$ cat config.mk
export PLATFORM = sky130hd
export DESIGN_NAME = emissor
export DESIGN_NICKNAME = d
export VERILOG_FILES = /design/src/rtl/emissor.sv
export SDC_FILE = /design/constraint.sdc
export NUM_CORES = 1
export LEC_CHECK = 0
export ABC_AREA = 1
export CAP_MARGIN = 15
export CORE_AREA = 2 2 39 41
export DETAILED_ROUTE_END_ITERATION = 10
export DIE_AREA = 0 0 41 43
export GPL_TIMING_DRIVEN = 0
export MAX_ROUTING_LAYER = met4
export PLACE_DENSITY_LB_ADDON = 0.12
export SLEW_MARGIN = 20
export SYNTH_ARGS = -nofsm -noshare
export SYNTH_HDL_FRONTEND = slang
export SYNTH_SLANG_ARGS = --single-unit
$ cat constraint.sdc
create_clock -name i_Clock -period 1.61 [get_ports i_Clock]
set_input_delay 0.2415 -clock i_Clock [delete_from_list [all_inputs] [get_ports i_Clock]]
set_output_delay 0.2415 -clock i_Clock [all_outputs]
set_load 0.1 [all_outputs]
$ cat src/rtl/emissor.sv
// Requester-side MSI coherence FSM for one cache block: turns each local CPU access
// into the next block state plus the bus message and write-back request, all registered (latency 1).
module emissor (
    input  logic       i_Clock,
    input  logic       i_Reset_n,
    input  logic [1:0] i_Operation,
    output logic [1:0] o_State,
    output logic [1:0] o_Message,
    output logic       o_Signal
);

    localparam logic [1:0] ST_INVALID  = 2'd0;
    localparam logic [1:0] ST_SHARED   = 2'd1;
    localparam logic [1:0] ST_MODIFIED = 2'd2;

    localparam logic [1:0] MSG_NONE       = 2'd0;
    localparam logic [1:0] MSG_READ_MISS  = 2'd1;
    localparam logic [1:0] MSG_WRITE_MISS = 2'd2;
    localparam logic [1:0] MSG_INVALIDATE = 2'd3;

    localparam logic [1:0] OP_RM = 2'b00;
    localparam logic [1:0] OP_RH = 2'b01;
    localparam logic [1:0] OP_WM = 2'b10;
    localparam logic [1:0] OP_WH = 2'b11;

    logic [1:0] r_State;
    logic [1:0] r_Message;
    logic       r_Signal;

    logic [1:0] next_state;
    logic [1:0] next_message;
    logic       next_signal;

    always_comb begin
        next_state   = ST_INVALID;
        next_message = MSG_NONE;
        next_signal  = 1'b0;
        case ({r_State, i_Operation})
            // A hit on an invalid block cannot really hit, so it behaves as the miss.
            {ST_INVALID, OP_RM},
            {ST_INVALID, OP_RH}: begin
                next_state   = ST_SHARED;
                next_message = MSG_READ_MISS;
            end
            {ST_INVALID, OP_WM},
            {ST_INVALID, OP_WH}: begin
                next_state   = ST_MODIFIED;
                next_message = MSG_WRITE_MISS;
            end
            {ST_SHARED, OP_RH}: begin
                next_state   = ST_SHARED;
                next_message = MSG_NONE;
            end
            {ST_SHARED, OP_RM}: begin
                next_state   = ST_SHARED;
                next_message = MSG_READ_MISS;
            end
            {ST_SHARED, OP_WH}: begin
                next_state   = ST_MODIFIED;
                next_message = MSG_INVALIDATE;
            end
            {ST_SHARED, OP_WM}: begin
                next_state   = ST_MODIFIED;
                next_message = MSG_WRITE_MISS;
            end
            {ST_MODIFIED, OP_RH},
            {ST_MODIFIED, OP_WH}: begin
                next_state   = ST_MODIFIED;
                next_message = MSG_NONE;
            end
            // Replacing a dirty block must flush it to memory first.
            {ST_MODIFIED, OP_RM}: begin
                next_state   = ST_SHARED;
                next_message = MSG_READ_MISS;
                next_signal  = 1'b1;
            end
            {ST_MODIFIED, OP_WM}: begin
                next_state   = ST_MODIFIED;
                next_message = MSG_WRITE_MISS;
                next_signal  = 1'b1;
            end
            default: begin
                next_state   = ST_INVALID;
                next_message = MSG_NONE;
                next_signal  = 1'b0;
            end
        endcase
    end

    always_ff @(posedge i_Clock) begin
        if (!i_Reset_n) begin
            r_State   <= ST_INVALID;
            r_Message <= MSG_NONE;
            r_Signal  <= 1'b0;
        end else begin
            r_State   <= next_state;
            r_Message <= next_message;
            r_Signal  <= next_signal;
        end
    end

    assign o_State   = r_State;
    assign o_Message = r_Message;
    assign o_Signal  = r_Signal;

endmodule

# Word level (Yosys, flattened, before mapping)
# Cells that the tools add are included.
totals:
  out_inout_bits: 5
  memories: 0
  inputBits: 4
  rom_bits: 0
  elab_cells: 23
  latchBits: 0
  regBits: 5
  mem_bits_rw: 0
classes:
  eq_ne: 11
  mul: 0
  n_mux: 3
  add_sub_neg: 0
  div_mod_pow: 0
  bitwise: 0
  magnitude_cmp: 0
  n_reduce_logical: 6
  shifts: 0
ops:
  columns: ["operator", "n"]
  rows:
  - ["4-bit by 3-bit equality test with 1-bit output (second input constant)", 4]
  - ["4-bit equality test (second input constant)", 4]
  - ["4-bit by 2-bit equality test with 1-bit output (second input constant)", 2]
  - ["4-bit OR reduction", 2]
  - ["7-bit OR reduction", 1]
  - ["2-bit case mux with 3 select lines", 1]
  - ["5-bit OR reduction", 1]
  - ["4-bit by 1-bit equality test with 1-bit output (second input constant)", 1]
  - ["4-bit logical NOT", 1]
  - ["2-bit case mux with 2 select lines", 1]
  - ["2-bit OR reduction", 1]
  - ["1-bit 2-to-1 mux", 1]

# Depth between registers and ports, before layout
# Gate-level depths: netlist of run 1.
depth:
  word_depth: 3
  ltp_mapped: 5
  depth_no_buf: 5

# Least setup slack after synthesis of run 1
# OpenSTA, ideal clock, no wires.
synth_timing:
  path_type: "register to register"
  start: "reg r_State[0] (netlist: o_State[0])"
  end: "reg r_Message[0] (netlist: o_Message[0])"
  period_less_slack_ns: 1.419
  stages_incl_launch_ff: 6
  path_slack_ns: 0.191
  path_buffers: 0
  setup_time_ns: 0.113
  arrival_ns: 1.306
  t_required_ns: 1.497
  path_cell_list: "dfxtp_1 > nand2_1 > nand2_1 > nand2_1 > inv_1 > nor2_1"
synth_between:
  elab_chain_cells: 3
  elab_cells_between_ends: 12
  cone_classes: "8 x eq/ne; 1 x mux; 3 x reduce/logical"
synth_lines:
  columns: ["element", "line_no", "rtl"]
  rows:
  - ["start: declaration", "26", "logic [1:0] r_State;"]
  - ["start signal: assignment", "96", "r_State <= next_state;"]
  - ["4-bit equality test, or another cell as far along", "38", "case ({r_State, i_Operation})"]
  - ["4-bit OR reduction (no line)", null, null]
  - ["2-bit case mux with 3 select lines (*)", "38", null]
  - ["end signal: assignment", "97", "r_Message <= next_message;"]
  - ["end: declaration", "27", "logic [1:0] r_Message;"]
# Mark *: on every way between the ends. The rest lies on a longest branch, timed or not.
# A chain may end at the register's enable or synchronous reset.

# Worst setup path in the final report of run 1
layout_timing:
  start: "reg r_State[0] (netlist: o_State[0])"
  end: "out o_State[0]"
layout_lines:
  columns: ["element", "line_no", "rtl"]
  rows:
  - ["end: declaration", "7", "output logic [1:0] o_State,"]
# No word-level cell between the ends.

==> out/qor.txt, run 1 <==
Switch Pwr - 124 uW
worst hold start - o_State[1]$_SDFF_PN0_
DPL Wire Length - 306 um
first drt pass iteration count - 4
initial drt markers - 3
Clock power frac - 38.6%
number of buffers added on ports - 8
register area share after synthesis - 57.1%
max cap viols - 0
status - complete, no violations
RSZ-0062 raised after global routing - no
Starting Density - 12.7%
Setup TNS Final - 0 ns
Hold Crit Endpoint - o_Signal$_SDFF_PN0_
Mapped Cells - 22
Hold Crit Class - register to register
vias in the first global route - 168
Rel. slew slack - 63.8%
combinational power share - 24.1%
post-route minimum period - 1.49 ns
Antenna Nets Post-Route - 0
worst-path fanout max - 6
Reg2Reg Depth - 5
CTS tree - yes
Synth Register Bits - 5
Worst path slowest cell - clkdlybuf4s15_2
GPL Wtd Cong - 0.734
switch share - 33.6%
IO Pins - 9
Leak - 0.000140 uW
Hold Buf Count CTS - 0
crit end category - output port
Worst Path Buf+Inv - 1
FF-to-FF End - o_Message[0]$_SDFF_PN0_
routed wire length per instance - 7.46 um
Post-Layout Cell Count - 50
hold depth - 2
Final Hold Vio Count - 0
Seq pwr share - 37.4%
fmax - 671 MHz
initial antenna violation count - 0
Crit path max-delay family - buffers and inverters
area growth from synthesis to layout - 65.0%
Worst-Skew Late Latency - 0.24 ns
placed cells - 46
# clock sinks - 5
cells along the critical path - clkdlybuf4s15_2
FF+latch area - 100 sq um
Horiz. Die Dim - 41 um
Post-CTS Setup Inserts - 0
Worst Path Arrival - 1.25 ns
n_diodes - 0
largest net degree at the start of global routing - 7
Worst Clk Skew - 0.00116 ns
area of the multi-input gates - 60.1 sq um
clk buf depth - 2
commonest non-fill, non-tap cell in the layout - nand2_1
syn_area_per_cell - 7.96 sq um
fraction of layout cells with a size suffix above 1 - 26.5%
internal power - 245 uW
startpoint types - register
pwr dens - 1280 mW/mm^2
detailed-route vias per instance - 3.60
VDD IR-drop max - 0.459 mV
worst r2r src - o_State[0]$_SDFF_PN0_
syn nets - 26
clk slew on worst S/H paths - 0.04 ns
data required time of the critical path - 1.37 ns
Root Driver - clkbuf_4
peak per-stage delay on the critical path - 0.59 ns
Synth cell types - 8
first-pass GRT wire length - 586 um
Least-Margin Pin Slew - 0.545 ns
layout filler cell count - 162
worst reg-to-reg setup slack - 0.83 ns
via count - 180
crit path kind - register to output port
most frequent cells in the layout - nand2_1, dfxtp_1, inv_1
GR Overflow Total - 0
final setup vio count - 0
Detailed Route WL - 373 um
Warnings, synthesis - 0
H-tree depth - 1
period utilization - 92.6%
Critical Path Stages - 1
Vert. Die Dim - 43 um
total CTS buffers - 3
full die area - 0.00176 sq mm
Nets - 39
# rows - 14
core area - 0.00138 sq mm
Max Slew Vio Count - 0
cell area after synthesis - 175 sq um
total track usage - 6.08%
DRC viols - 0
registers in the layout, summed over array words and instances (netlist names):
register and count:
o_Message 2, o_Signal 1, o_State 2
metrics by stage:
stage / total power, uW / instance area (sq um) / utilization (%) / hold slack, ns / worst slack [ns]
6_report: 369 / 289 / 20.9 / 0.479 / 0.120
5_1_grt: 395 / 289 / 20.9 / 0.512 / 0.0471
4_1_cts: 380 / 304 / 22.0 / 0.488 / 0.00151
3_5_place_dp: 234 / 275 / 19.9 / 0.482 / -0.214
3_3_place_gp: 234 / 275 / 19.9 / 0.472 / -0.212
2_1_floorplan: 206 / 175 / - / 0.314 / 0.191
cell type report:
type,count,area share [%]
Timing Repair Buffer,8,23.4
Clock buffer,4,9.09
Multi-Input combinational cell,13,20.8
Tap cell,16,6.93
Inverter,4,5.19
Sequential cell,5,34.6
layer usage:
layer	wire, um	vias to the layer above	share of wire (%)	GRT usage (%)
met2	195	5	52	7.81
met3	41	0	11	9.42
li1	-	93	-	-
met4	0	0	0	2.00
met5	0	-	0	-
met1	136	82	36	4.21
cells in the mapped netlist, drive strengths merged:
cell type	number	area (sq um)
nand2	6	22.5
dfxtp	5	100
inv	4	15.0
nand3	2	10.0
nor2	2	7.51
nand4	1	6.26
nor3	1	5.00
o21ai	1	8.76
logic make-up after synthesis:
logic type             synth area share, %
DFF                                   57.1
and+or+nand+nor                       29.3
AOI/OAI and AO/OA                     5.00
buffers and inverters                 8.57
what timing repair did:
| action | 4_1_cts | 5_1_grt |
|---|---|---|
| cloned | 0 | 0 |
| endpoints found under the setup margin | 5 | 3 |
| pin swaps | 0 | 0 |
| resized for setup | 12 | 3 |
worst max path at each step:
stage	from	endpoint	slack, ns
finish	o_State[0]$_SDFF_PN0_	o_State[0]	0.12
global route	o_State[0]$_SDFF_PN0_	o_State[0]	0.05
CTS	o_Signal$_SDFF_PN0_	o_Signal	0.002
detailed placement	o_State[0]$_SDFF_PN0_	o_State[0]	-0.21
global placement	o_State[0]$_SDFF_PN0_	o_State[0]	-0.21
floorplan	o_State[0]$_SDFF_PN0_	o_Message[0]$_SDFF_PN0_	0.19
power by group through the flow:
stage          logic (uW)  registers (uW)  clock network [uW]
3_3_place_gp         94.3             140                   0
6_report             88.7             138                 142
4_1_cts              91.3             138                 151
3_5_place_dp         94.3             140                   0
2_1_floorplan        11.0             195                   0
5_1_grt              92.0             139                 165
(Power assumes the default switching activity.)
==> inputs of run 2 (changes only) <==
SKIP_LAST_GASP = 1   (was not set)
==> results of run 2 <==
Final layout, timing and power as in run 1 (identical DEF).
==> inputs of run 3 (changes only) <==
RECOVER_POWER = 50   (was not set)
SETUP_SLACK_MARGIN = 0.2   (was not set)
SKIP_CTS_REPAIR_TIMING = 1   (was not set)
==> run 3 against run 2 <==
Compared with the run above: clock power about the same; sequential power barely moved; global-route usage rose by 0.090 points; maximum frequency is 13% higher; first-iteration DRC count is 67% lower; clock skew barely moved; routed wire length up 0.27%; total power fell by 1.2%; critical endpoint is now o_State[1].
==> out/qor.txt, run 3 (synthesized netlist as in run 1, its figures left out) <==
status - complete, no violations
Worst Path Buf+Inv - 1 (unchanged)
# clock sinks - 5 (unchanged)
data required time of the critical path - 1.37 ns (about the same)
Final Hold Vio Count - 0 (unchanged)
Max Slew Vio Count - 0 (unchanged)
Vert. Die Dim - 43 um (unchanged)
Detailed Route WL - 374 um (+0.27%)
Root Driver - clkbuf_4
number of buffers added on ports - 8 (unchanged)
fraction of layout cells with a size suffix above 1 - 26.5% (unchanged)
full die area - 0.00176 sq mm (unchanged)
Hold Crit Class - register to register
detailed-route vias per instance - 3.42 (-5.0%)
Rel. slew slack - 64.2% (+0.36 points)
most frequent cells in the layout - nand2_1, clkbuf_2, inv_1, dfxtp_1, clkbuf_4
Starting Density - 12.7% (unchanged)
Least-Margin Pin Slew - 0.540 ns (-0.00567 ns)
initial antenna violation count - 0 (unchanged)
CTS tree - yes
period utilization - 82.0% (-11 points)
total power - 364 uW (-1.2%)
via count - 171 (-5.0%)
total track usage - 6.17% (+0.090 points)
Antenna Nets Post-Route - 0 (unchanged)
first drt pass iteration count - 2 (-2)
worst reg-to-reg setup slack - 0.78 ns (-0.05 ns)
peak per-stage delay on the critical path - 0.47 ns (-0.12 ns)
Horiz. Die Dim - 41 um (unchanged)
IO Pins - 9 (unchanged)
# rows - 14 (unchanged)
pwr dens - 1330 mW/mm^2 (+4.2%)
Setup TNS Final - 0 ns (unchanged)
final setup vio count - 0 (unchanged)
area growth from synthesis to layout - 56.4%
fmax - 757 MHz (+13%)
Crit path max-delay family - buffers and inverters
Worst Path Arrival - 1.08 ns (-0.17 ns)
VDD IR-drop max - 0.175 mV (-62%)
Finished Core Util - 19.8% (-1.1 points)
post-route minimum period - 1.32 ns (-0.170 ns)
GR Overflow Total - 0 (unchanged)
GPL Wtd Cong - 0.748 (+2.0%)
Worst path slowest cell - clkbuf_2
n_diodes - 0 (unchanged)
initial drt markers - 1 (-2)
Nets - 39 (unchanged)
crit end category - output port
routed wire length per instance - 7.48 um (+0.27%)
core area - 0.00138 sq mm (unchanged)
RSZ-0062 raised after global routing - no
Final Cell Area - 274 sq um (-5.2%)
H-tree depth - 1 (unchanged)
DRC viols - 0 (unchanged)
largest net degree at the start of global routing - 7 (unchanged)
crit path kind - register to output port
startpoint types - register
worst-path fanout max - 4 (-2)
Worst Clk Skew - 0.000959 ns (-0.000204 ns)
vias in the first global route - 155 (-7.7%)
max cap viols - 0 (unchanged)
clk slew on worst S/H paths - 0.04 ns (about the same)
total CTS buffers - 3 (unchanged)
Leak - 0.000140 uW (+0.26%)
clk buf depth - 2 (unchanged)
placed cell areas - 277 sq um (+0.45%)
Worst-Skew Late Latency - 0.24 ns (about the same)
commonest non-fill, non-tap cell in the layout - nand2_1
cells along the critical path - clkbuf_2
first-pass GRT wire length - 600 um (+2.4%)
[run 3: cell count changes in the layout (fill, tap and decap cells not counted)]
cell and change:
dlygate4sd3_1 +1, clkdlybuf4s15_2 -2, o21ai_0 +1, dfxtp_2 +1, clkdlybuf4s50_1 -1, dfxtp_1 -1
o21ai_2 -1, clkbuf_2 +2
[run 3: routing by layer]
| metal | track usage, % | part of all wire (%) | vias up |
|---|---|---|---|
| met2 | 5.94 | 51 | 6 |
| met3 | 1.57 | 7.2 | 0 |
| li1 | - | - | 92 |
| met4 | 12.0 | 0 | 0 |
| met1 | 6.43 | 42 | 73 |
| met5 | - | 0 | - |
[run 3: final timing paths]
kind | start | end | cells after the start
hold reg to reg | o_State[1]$_SDFF_PN0_ | o_Signal$_SDFF_PN0_ | 2
hold / removal | o_State[1]$_SDFF_PN0_ | o_Signal$_SDFF_PN0_ | 2
setup reg to reg | o_State[0]$_SDFF_PN0_ | o_Message[0]$_SDFF_PN0_ | 3
setup / recovery | o_State[1]$_SDFF_PN0_ | o_State[1] | 1
[run 3: cell type report]
cell class	count	area (sq um)
Tap cell	16	20.0
Multi-Input combinational cell	13	56.3
Inverter	4	15.0
Sequential cell	5	101
Timing Repair Buffer	8	55.1
Fill cell	160	1110
Clock buffer	4	26.3
[run 3: stage by stage]
stage | hold slack (ns) | instances | worst slack, ns
after floorplan | 0.306 | 22 | 0.243
after global routing | 0.489 | 50 | 0.250
after CTS | 0.490 | 50 | -0.431
after global placement | 0.480 | 46 | -0.161
after detailed placement | 0.478 | 46 | -0.149
final | 0.474 | 50 | 0.290
[run 3: power by group]
| part | total (uW) | internal (uW) | switching, uW |
|---|---|---|---|
| Combinational | 85.0 | 15.5 | 69.4 |
| Clock | 142 | 93.5 | 48.0 |
| Sequential | 138 | 133 | 5.26 |
| Total | 364 | 242 | 123 |
